**src/rtl/addsub_op_sequencer_pkg.sv**
```systemverilog
// Shared types and constants for the add/sub operation sequencer.
package addsub_op_sequencer_pkg;

  localparam int unsigned SEQ_WIDTH = 8;

  localparam logic MODE_ADD = 1'b0;
  localparam logic MODE_SUB = 1'b1;

  typedef enum logic [1:0] {
    IDLE = 2'd0,
    EXEC = 2'd1,
    DONE = 2'd2
  } seq_state_t;

  typedef struct packed {
    logic c;
    logic v;
    logic z;
    logic n;
  } flags_t;

endpackage

```
**src/rtl/addsub_op_sequencer_flag_calc.sv**
```systemverilog
// Combinational status flags for one adder result: carry passes through,
// overflow/zero/negative derived from operands and sum.
module addsub_flag_calc
  import addsub_op_sequencer_pkg::*;
#(
  parameter int unsigned WIDTH = SEQ_WIDTH
) (
  input  logic [WIDTH-1:0] a,
  input  logic [WIDTH-1:0] beff,
  input  logic [WIDTH-1:0] s,
  input  logic             cout,
  output flags_t           flags
);

  always_comb begin
    flags   = '0;
    flags.c = cout;
    // Overflow: operands agree in sign but the sum does not.
    flags.v = (a[WIDTH-1] == beff[WIDTH-1]) && (s[WIDTH-1] != a[WIDTH-1]);
    flags.z = (s == '0);
    flags.n = s[WIDTH-1];
  end

endmodule

```
**src/rtl/addsub_op_sequencer.sv**
```systemverilog
// Valid/ready sequencer around an external 8-bit adder/subtractor.
// Optional accumulator feature enabled by defining ADDSUB_SEQ_ACC_EN.
module addsub_op_sequencer
  import addsub_op_sequencer_pkg::*;
#(
  parameter int unsigned WIDTH = SEQ_WIDTH
) (
  input  logic             clk,
  input  logic             rst_n,
  input  logic             op_valid,
  output logic             op_ready,
  input  logic [WIDTH-1:0] op_a,
  input  logic [WIDTH-1:0] op_b,
  input  logic             op_sub,
  input  logic             op_acc,
  output logic [WIDTH-1:0] add_a,
  output logic [WIDTH-1:0] add_b,
  output logic             add_cin,
  input  logic [WIDTH-1:0] add_s,
  input  logic             add_cout,
  output logic             res_valid,
  input  logic             res_ready,
  output logic [WIDTH-1:0] res_s,
  output logic             res_c,
  output logic             res_v,
  output logic             res_z,
  output logic             res_n
);

  seq_state_t       state;
  logic [WIDTH-1:0] beff;
  flags_t           flags;
  logic [WIDTH-1:0] a_src;

  // The adder inverts B internally; mirror that here for the overflow rule.
  assign beff = add_b ^ {WIDTH{add_cin}};

  addsub_flag_calc #(
    .WIDTH(WIDTH)
  ) u_flag_calc (
    .a    (add_a),
    .beff (beff),
    .s    (add_s),
    .cout (add_cout),
    .flags(flags)
  );

`ifdef ADDSUB_SEQ_ACC_EN
  logic [WIDTH-1:0] acc;

  assign a_src = op_acc ? acc : op_a;

  always_ff @(posedge clk or negedge rst_n) begin
    if (!rst_n) begin
      acc <= '0;
    end else if (state == EXEC) begin
      acc <= add_s;
    end
  end
`else
  logic unused_op_acc;

  assign unused_op_acc = op_acc;
  assign a_src         = op_a;
`endif

  always_ff @(posedge clk or negedge rst_n) begin
    if (!rst_n) begin
      state     <= IDLE;
      op_ready  <= 1'b1;
      add_a     <= '0;
      add_b     <= '0;
      add_cin   <= MODE_ADD;
      res_valid <= 1'b0;
      res_s     <= '0;
      res_c     <= 1'b0;
      res_v     <= 1'b0;
      res_z     <= 1'b0;
      res_n     <= 1'b0;
    end else begin
      case (state)
        IDLE: begin
          if (op_valid) begin
            add_a    <= a_src;
            add_b    <= op_b;
            add_cin  <= op_sub;
            op_ready <= 1'b0;
            state    <= EXEC;
          end
        end
        EXEC: begin
          res_s     <= add_s;
          res_c     <= flags.c;
          res_v     <= flags.v;
          res_z     <= flags.z;
          res_n     <= flags.n;
          res_valid <= 1'b1;
          state     <= DONE;
        end
        DONE: begin
          if (res_ready) begin
            res_valid <= 1'b0;
            op_ready  <= 1'b1;
            state     <= IDLE;
          end
        end
        default: begin
          op_ready  <= 1'b1;
          res_valid <= 1'b0;
          state     <= IDLE;
        end
      endcase
    end
  end

endmodule

```
**config.mk**
```make
export PLATFORM = sky130hd
export DESIGN_NAME = addsub_op_sequencer
export DESIGN_NICKNAME = d
export VERILOG_FILES = /design/src/rtl/addsub_op_sequencer_pkg.sv /design/src/rtl/addsub_op_sequencer_flag_calc.sv /design/src/rtl/addsub_op_sequencer.sv
export SDC_FILE = /design/constraint.sdc
export NUM_CORES = 1
export LEC_CHECK = 0
export ABC_AREA = 1
export BUFFER_PORTS_ARGS = -buffer_cell sky130_fd_sc_hd__buf_2
export CAP_MARGIN = 20
export CELL_PAD_IN_SITES_DETAIL_PLACEMENT = 0
export CELL_PAD_IN_SITES_GLOBAL_PLACEMENT = 2
export CORE_MARGIN = 1.5
export CORE_UTILIZATION = 27
export CTS_CLUSTER_DIAMETER = 60
export DETAILED_ROUTE_END_ITERATION = 16
export PLACE_DENSITY = 0.84
export SYNTH_ARGS = -nofsm -noshare
export SYNTH_HDL_FRONTEND = slang
export SYNTH_SLANG_ARGS = --single-unit
```
**constraint.sdc**
```tcl
create_clock -name clk -period 2.5 [get_ports clk]
set_clock_uncertainty 0.05 [all_clocks]
set_input_delay 0.25 -clock clk [delete_from_list [all_inputs] [get_ports clk]]
set_output_delay 0.25 -clock clk [all_outputs]
set_load 0.005 [all_outputs]
```
==> Yosys cells after proc, flatten, opt, wreduce, memory -nomap -nowiden <==
Cells that the tools add are included.
{ "word_totals": {"in_bits": 31, "ff_bits": 33, "wordCells": 35, "out_inout_bits": 31} }
{ "op_classes": {"n_reduce_logical": 7, "bitwise_logic": 3, "n_eq_ne": 6, "n_mux": 8} }
{ "op_table": {"columns": ["operator", "n"], "rows": [
  ["$logic_not 8->1", 1],
  ["$xor 8x8->8", 1],
  ["$pmux 1 s3", 2],
  ["$pmux 2 s3", 1],
  ["$reduce_and 2->1", 3],
  ["$mux 2", 2],
  ["$ne 2x2->1 const B", 2],
  ["$mux 1", 3],
  ["$reduce_and 3->1", 1],
  ["$eq 2x1->1 const B", 1],
  ["$eq 2x2->1 const B", 1],
  ["$logic_not 2->1", 1],
  ["$not 1->1", 2],
  ["$eq 1x1->1", 1],
  ["$logic_and 1x1->1", 1],
  ["$ne 1x1->1", 1]
]} }

==> Logic depth before layout (Yosys ltp) <==
{ "depth": {"depth_word": 3, "mapped_depth": 6, "depth_no_buf": 6} }

==> Cells and area by module <==
Synthesis repeated with hierarchy kept, for this count alone.
{ "unflattened": {"hier_cells": 169, "hier_area_um2": 1436.4} }
{ "modules_own_cells": {"columns": ["mod", "cells_each", "seq_area_each_um2", "area_each_um2", "instances"], "rows": [
  ["addsub_op_sequencer", 150, 827.0, 1357.6, 1],
  ["addsub_flag_calc", 19, 0.0, 78.8, 1]
]} }

==> Worst setup path after synthesis <==
OpenSTA, ideal clock, no wires.
{ "synth_timing": {"path_kind": "reg-to-reg", "from": "register state[0]", "to": "register add_a[0]", "slack_ps": 1435, "path_buffers": 1, "arrival_ps": 899, "t_required_ps": 2334, "path_stages_with_launch": 6, "setup_time_ps": 116, "period_less_slack_ps": 1065, "cell_sequence": "dfrtp_1 nor2_2 nand2_4 buf_2 nand2_1 nand2_1"} }
{ "synth_via": {"elab_chain_len": 2} }
{ "synth_rtl": {"columns": ["element", "line_no", "source"], "rows": [
  ["from (decl)", "addsub_op_sequencer.sv:30", "seq_state_t state;"],
  ["from (signal assigned)", "addsub_op_sequencer.sv:69", "state <= IDLE;"],
  ["from (signal assigned)", "addsub_op_sequencer.sv:88", "state <= EXEC;"],
  ["from (signal assigned)", "addsub_op_sequencer.sv:98", "state <= DONE;"],
  ["$logic_not 2->1", "addsub_op_sequencer.sv:81", "case (state)"],
  ["$reduce_and 2->1 (no line)", null, null],
  ["to (signal assigned)", "addsub_op_sequencer.sv:84", "add_a <= a_src;"],
  ["to (decl)", "addsub_op_sequencer.sv:16", "output logic [WIDTH-1:0] add_a,"]
]} }
Every way passes these cells.
A chain may end at the register's enable or synchronous reset.

==> Final worst setup path <==
{ "layout_timing": {"from": "register state[0]", "to": "register add_b[7]"} }
{ "layout_via": {"elab_chain_len": 2} }
{ "layout_rtl": {"columns": ["element", "line_no", "source"], "rows": [
  ["$logic_not 2->1", "addsub_op_sequencer.sv:81", null],
  ["$reduce_and 2->1 (no line)", null, null],
  ["to (signal assigned)", "addsub_op_sequencer.sv:85", "add_b <= op_b;"],
  ["to (decl)", "addsub_op_sequencer.sv:17", "output logic [WIDTH-1:0] add_b,"]
]} }
Every way passes these cells.

==> impl_metrics.yaml <==
cells_and_area:
  syn_to_final_growth_pct: 32.6
  num_antenna_cells: 0
  multi_input_area_um2: 414
  regArea_um2: 802
  drive_above_1_share: 0.343
  final_cells: 267
  fillers: 506
  fin_nets: 243
yosys:
  synthDistinctLibCells: 18
  synth_warnings: 0
  synth_compound_area_frac: 0.0326
  seq_area_frac_synth: 0.614
  synth_area_leaders: "dfrtp_1, nand2_1, inv_1"
  synth_area_um2: 1310
  muxShareOfSynthArea: 0
  synth_area_per_cell_um2: 8.77
  syn_inst: 149
  synth_top_area_frac: 0.594
  synth_fa_ha_area_frac: 0
  ys_ff_latch: 32
  synth_top_family_by_area: "simple AND/OR/NAND/NOR gates"
  syn_nets: 180
  yosys.area_share.simple: 0.284
  yosysTopAreaCell: "dfrtp_1"
  synthXorXnorAreaFrac: 0
floorplanning:
  rows: 25
  io_pins: 62
  die_width_um: 72.6
  die-area_um2: 5260
  core_area_um2: 4690
  floorplan.initialDensity: 0.278
  fp.dieH_um: 72.6
sta:
  fin_crit_ns: 1.25
  slew-limit-headroom: 0.509
  slew_violations: 0
  worst_slack_ns: 1.25
  finalSetupViolCount: 0
  rsz0062_at_grt: "no"
  fin_crit_sh: 0.500
  hold_viol_final: 0
  tightest_slew_ns: 0.737
  max_freq_mhz: 800
  setup_tns_ns: 0
clocking:
  path_clk_slew_ns: 0.06
  cts_max_level: 2
  clock_latency_ns: 0.27
  cts-buffers-inserted: 5
  cts_root_buf: "clkbuf_8"
  cts_tree: "done"
  clk_path_buf_depth: 2
  cts.sinks: 32
routing:
  detail-route-antenna-nets: 0
  route.detailed.drc: 0
  wire_per_inst_um: 10.9
  vias: 1117
  vias_per_cell: 4.18
  first_iter_violations: 46
  drt_pass1_iterations: 4
  drt_wl_total_um: 2900
power:
  pwr-share-seq: 0.441
  p_comb_frac: 0.362
  ir_drop_v: 0.000395
  internal-power_mw: 1.31
  clkPwrFrac: 0.197
  swShare: 0.354
  power_switching_mw: 0.718
  p_per_area_nw_per_um2: 1170
  total_power_mw: 2.03
  leakagePower_nw: 1.02
grt:
  grt_pass1_wl_um: 4800
  grt_remaining_overflow: 0
  grt_max_degree: 33
  grt_pass1_vias: 1075
  antenna_found_initial: 0
  gr-usage-all-layers: 0.119
critical_path:
  crit_type: "reg -> reg"
  worst-path-max-fanout: 21
  cp-end-kind: "flip-flop"
  crit_required_ns: 2.66
  cp-start-kind: "flip-flop"
  cp.arrival_ns: 1.41
place:
  dpl.hpwl_um: 2040
  dpl_worst_slack_ns: 1.25
  gp_congestion: 0.718
  port_buffers: 60
  dp_cells: 258
outcome:
  run_status: "finished clean"
run:
  cap_viol_max_count: 0
worst_hold_path:
  hp-class: "in -> reg"
## registers in the layout, indices dropped and copies added, names as in the netlist
name	flops
op_ready	1
add_b	8
res_valid	1
res_z	1
res_c	1
res_n	1
res_v	1
res_s	7
add_cin	1
add_a	8
state	2
## metal layers
metal  wire length, um  vias up  GRT usage
met3               230        4     0.0500
li1                  -      573          -
met1              1440      495      0.155
met2              1210       45      0.181
met5                 0        -          0
met4                23        0     0.0314
## synthesized netlist by cell type
master,n
buf_6,2
nand3_1,4
o21ai_2,2
nor3_1,1
buf_4,2
nand2_1,80
buf_2,1
nor2_2,1
o21ai_0,4
dfrtp_1,31
inv_4,1
nor2_1,4
nand2_4,1
inv_1,11
nand2_2,1
o21ai_1,1
nand3b_1,1
dfstp_2,1
## metrics by stage
stage,cell area (um2),hold slack [ns],utilization
4_1_cts,1730,0.0979,0.369
6_report,1730,0.115,0.369
2_1_floorplan,1310,-0.0956,-
5_1_grt,1730,0.112,0.369
3_5_place_dp,1630,0.303,0.348
3_3_place_gp,1630,0.309,0.348
## cell type report
class | count | share of cell area
tap | 54 | 0.0390
timing repair buffer | 61 | 0.179
multi-input combinational | 100 | 0.239
inverter | 12 | 0.0275
clock buffer | 8 | 0.0520
sequential | 32 | 0.463
## repair_timing
action	CTS	global route
hold buffers	1	0
buffers inserted	0	0
hold endpoints to repair	1	0
setup endpoints to repair	0	0
resized for setup	0	0
## cell families (layout without fill, tap and decap cells)
| kind of cell | count (synthesis) | count (layout) |
|---|---|---|
| compound gates | 7 | 7 |
| buf+inv | 17 | 81 |
| flops | 32 | 32 |
| simple gates | 93 | 93 |
## worst paths after layout
| kind | start | to | slack (ns) | cells after the start |
|---|---|---|---|---|
| hold / removal | op_a[1] | add_a[1]$_DFFE_PN0P_ | 0.12 | 3 |
| hold reg to reg | op_ready$_DFFE_PN1P_ | op_ready$_DFFE_PN1P_ | 0.42 | 2 |
| setup / recovery | state[0]$_DFFE_PN0P_ | add_b[7]$_DFFE_PN0P_ | 1.25 | 5 |
| max in group asynchronous | rst_n | add_a[0]$_DFFE_PN0P_ | 1.40 | 2 |
| min in group asynchronous | rst_n | res_s[2]$_DFFE_PN0N_ | 0.53 | 2 |
| setup reg to reg | state[0]$_DFFE_PN0P_ | add_b[7]$_DFFE_PN0P_ | 1.25 | 5 |
## critical path, cell delays in order, from the launching register on
cell	delay (ns)
dfrtp_1	0.40
nor2_2	0.17
nand2_4	0.15
inv_4	0.23
nand2_1	0.10
o21ai_2	0.06
## layout by cell type, fill, tap and decap left out, types with 2 or more instances in the layout
cell type / Yosys / layout
clkbuf_8: 0 / 6
buf_2: 1 / 60
clkbuf_1: 0 / 2
dfrtp_1: 31 / 31
nor2_1: 4 / 4
o21ai_2: 2 / 2
o21ai_0: 4 / 4
inv_1: 11 / 11
nand3_1: 4 / 4
nand2_1: 80 / 80
## power by group through the flow
stage               Sequential, mW  Combinational, mW  Clock, mW
global placement             0.904              0.743          0
global route                 0.925              0.854      0.447
floorplan                    0.925              0.417          0
detailed placement           0.901              0.751          0
finish                       0.895              0.734      0.400
CTS                          0.897              0.752      0.427
No activity file was read; power rests on OpenSTA's default activity.
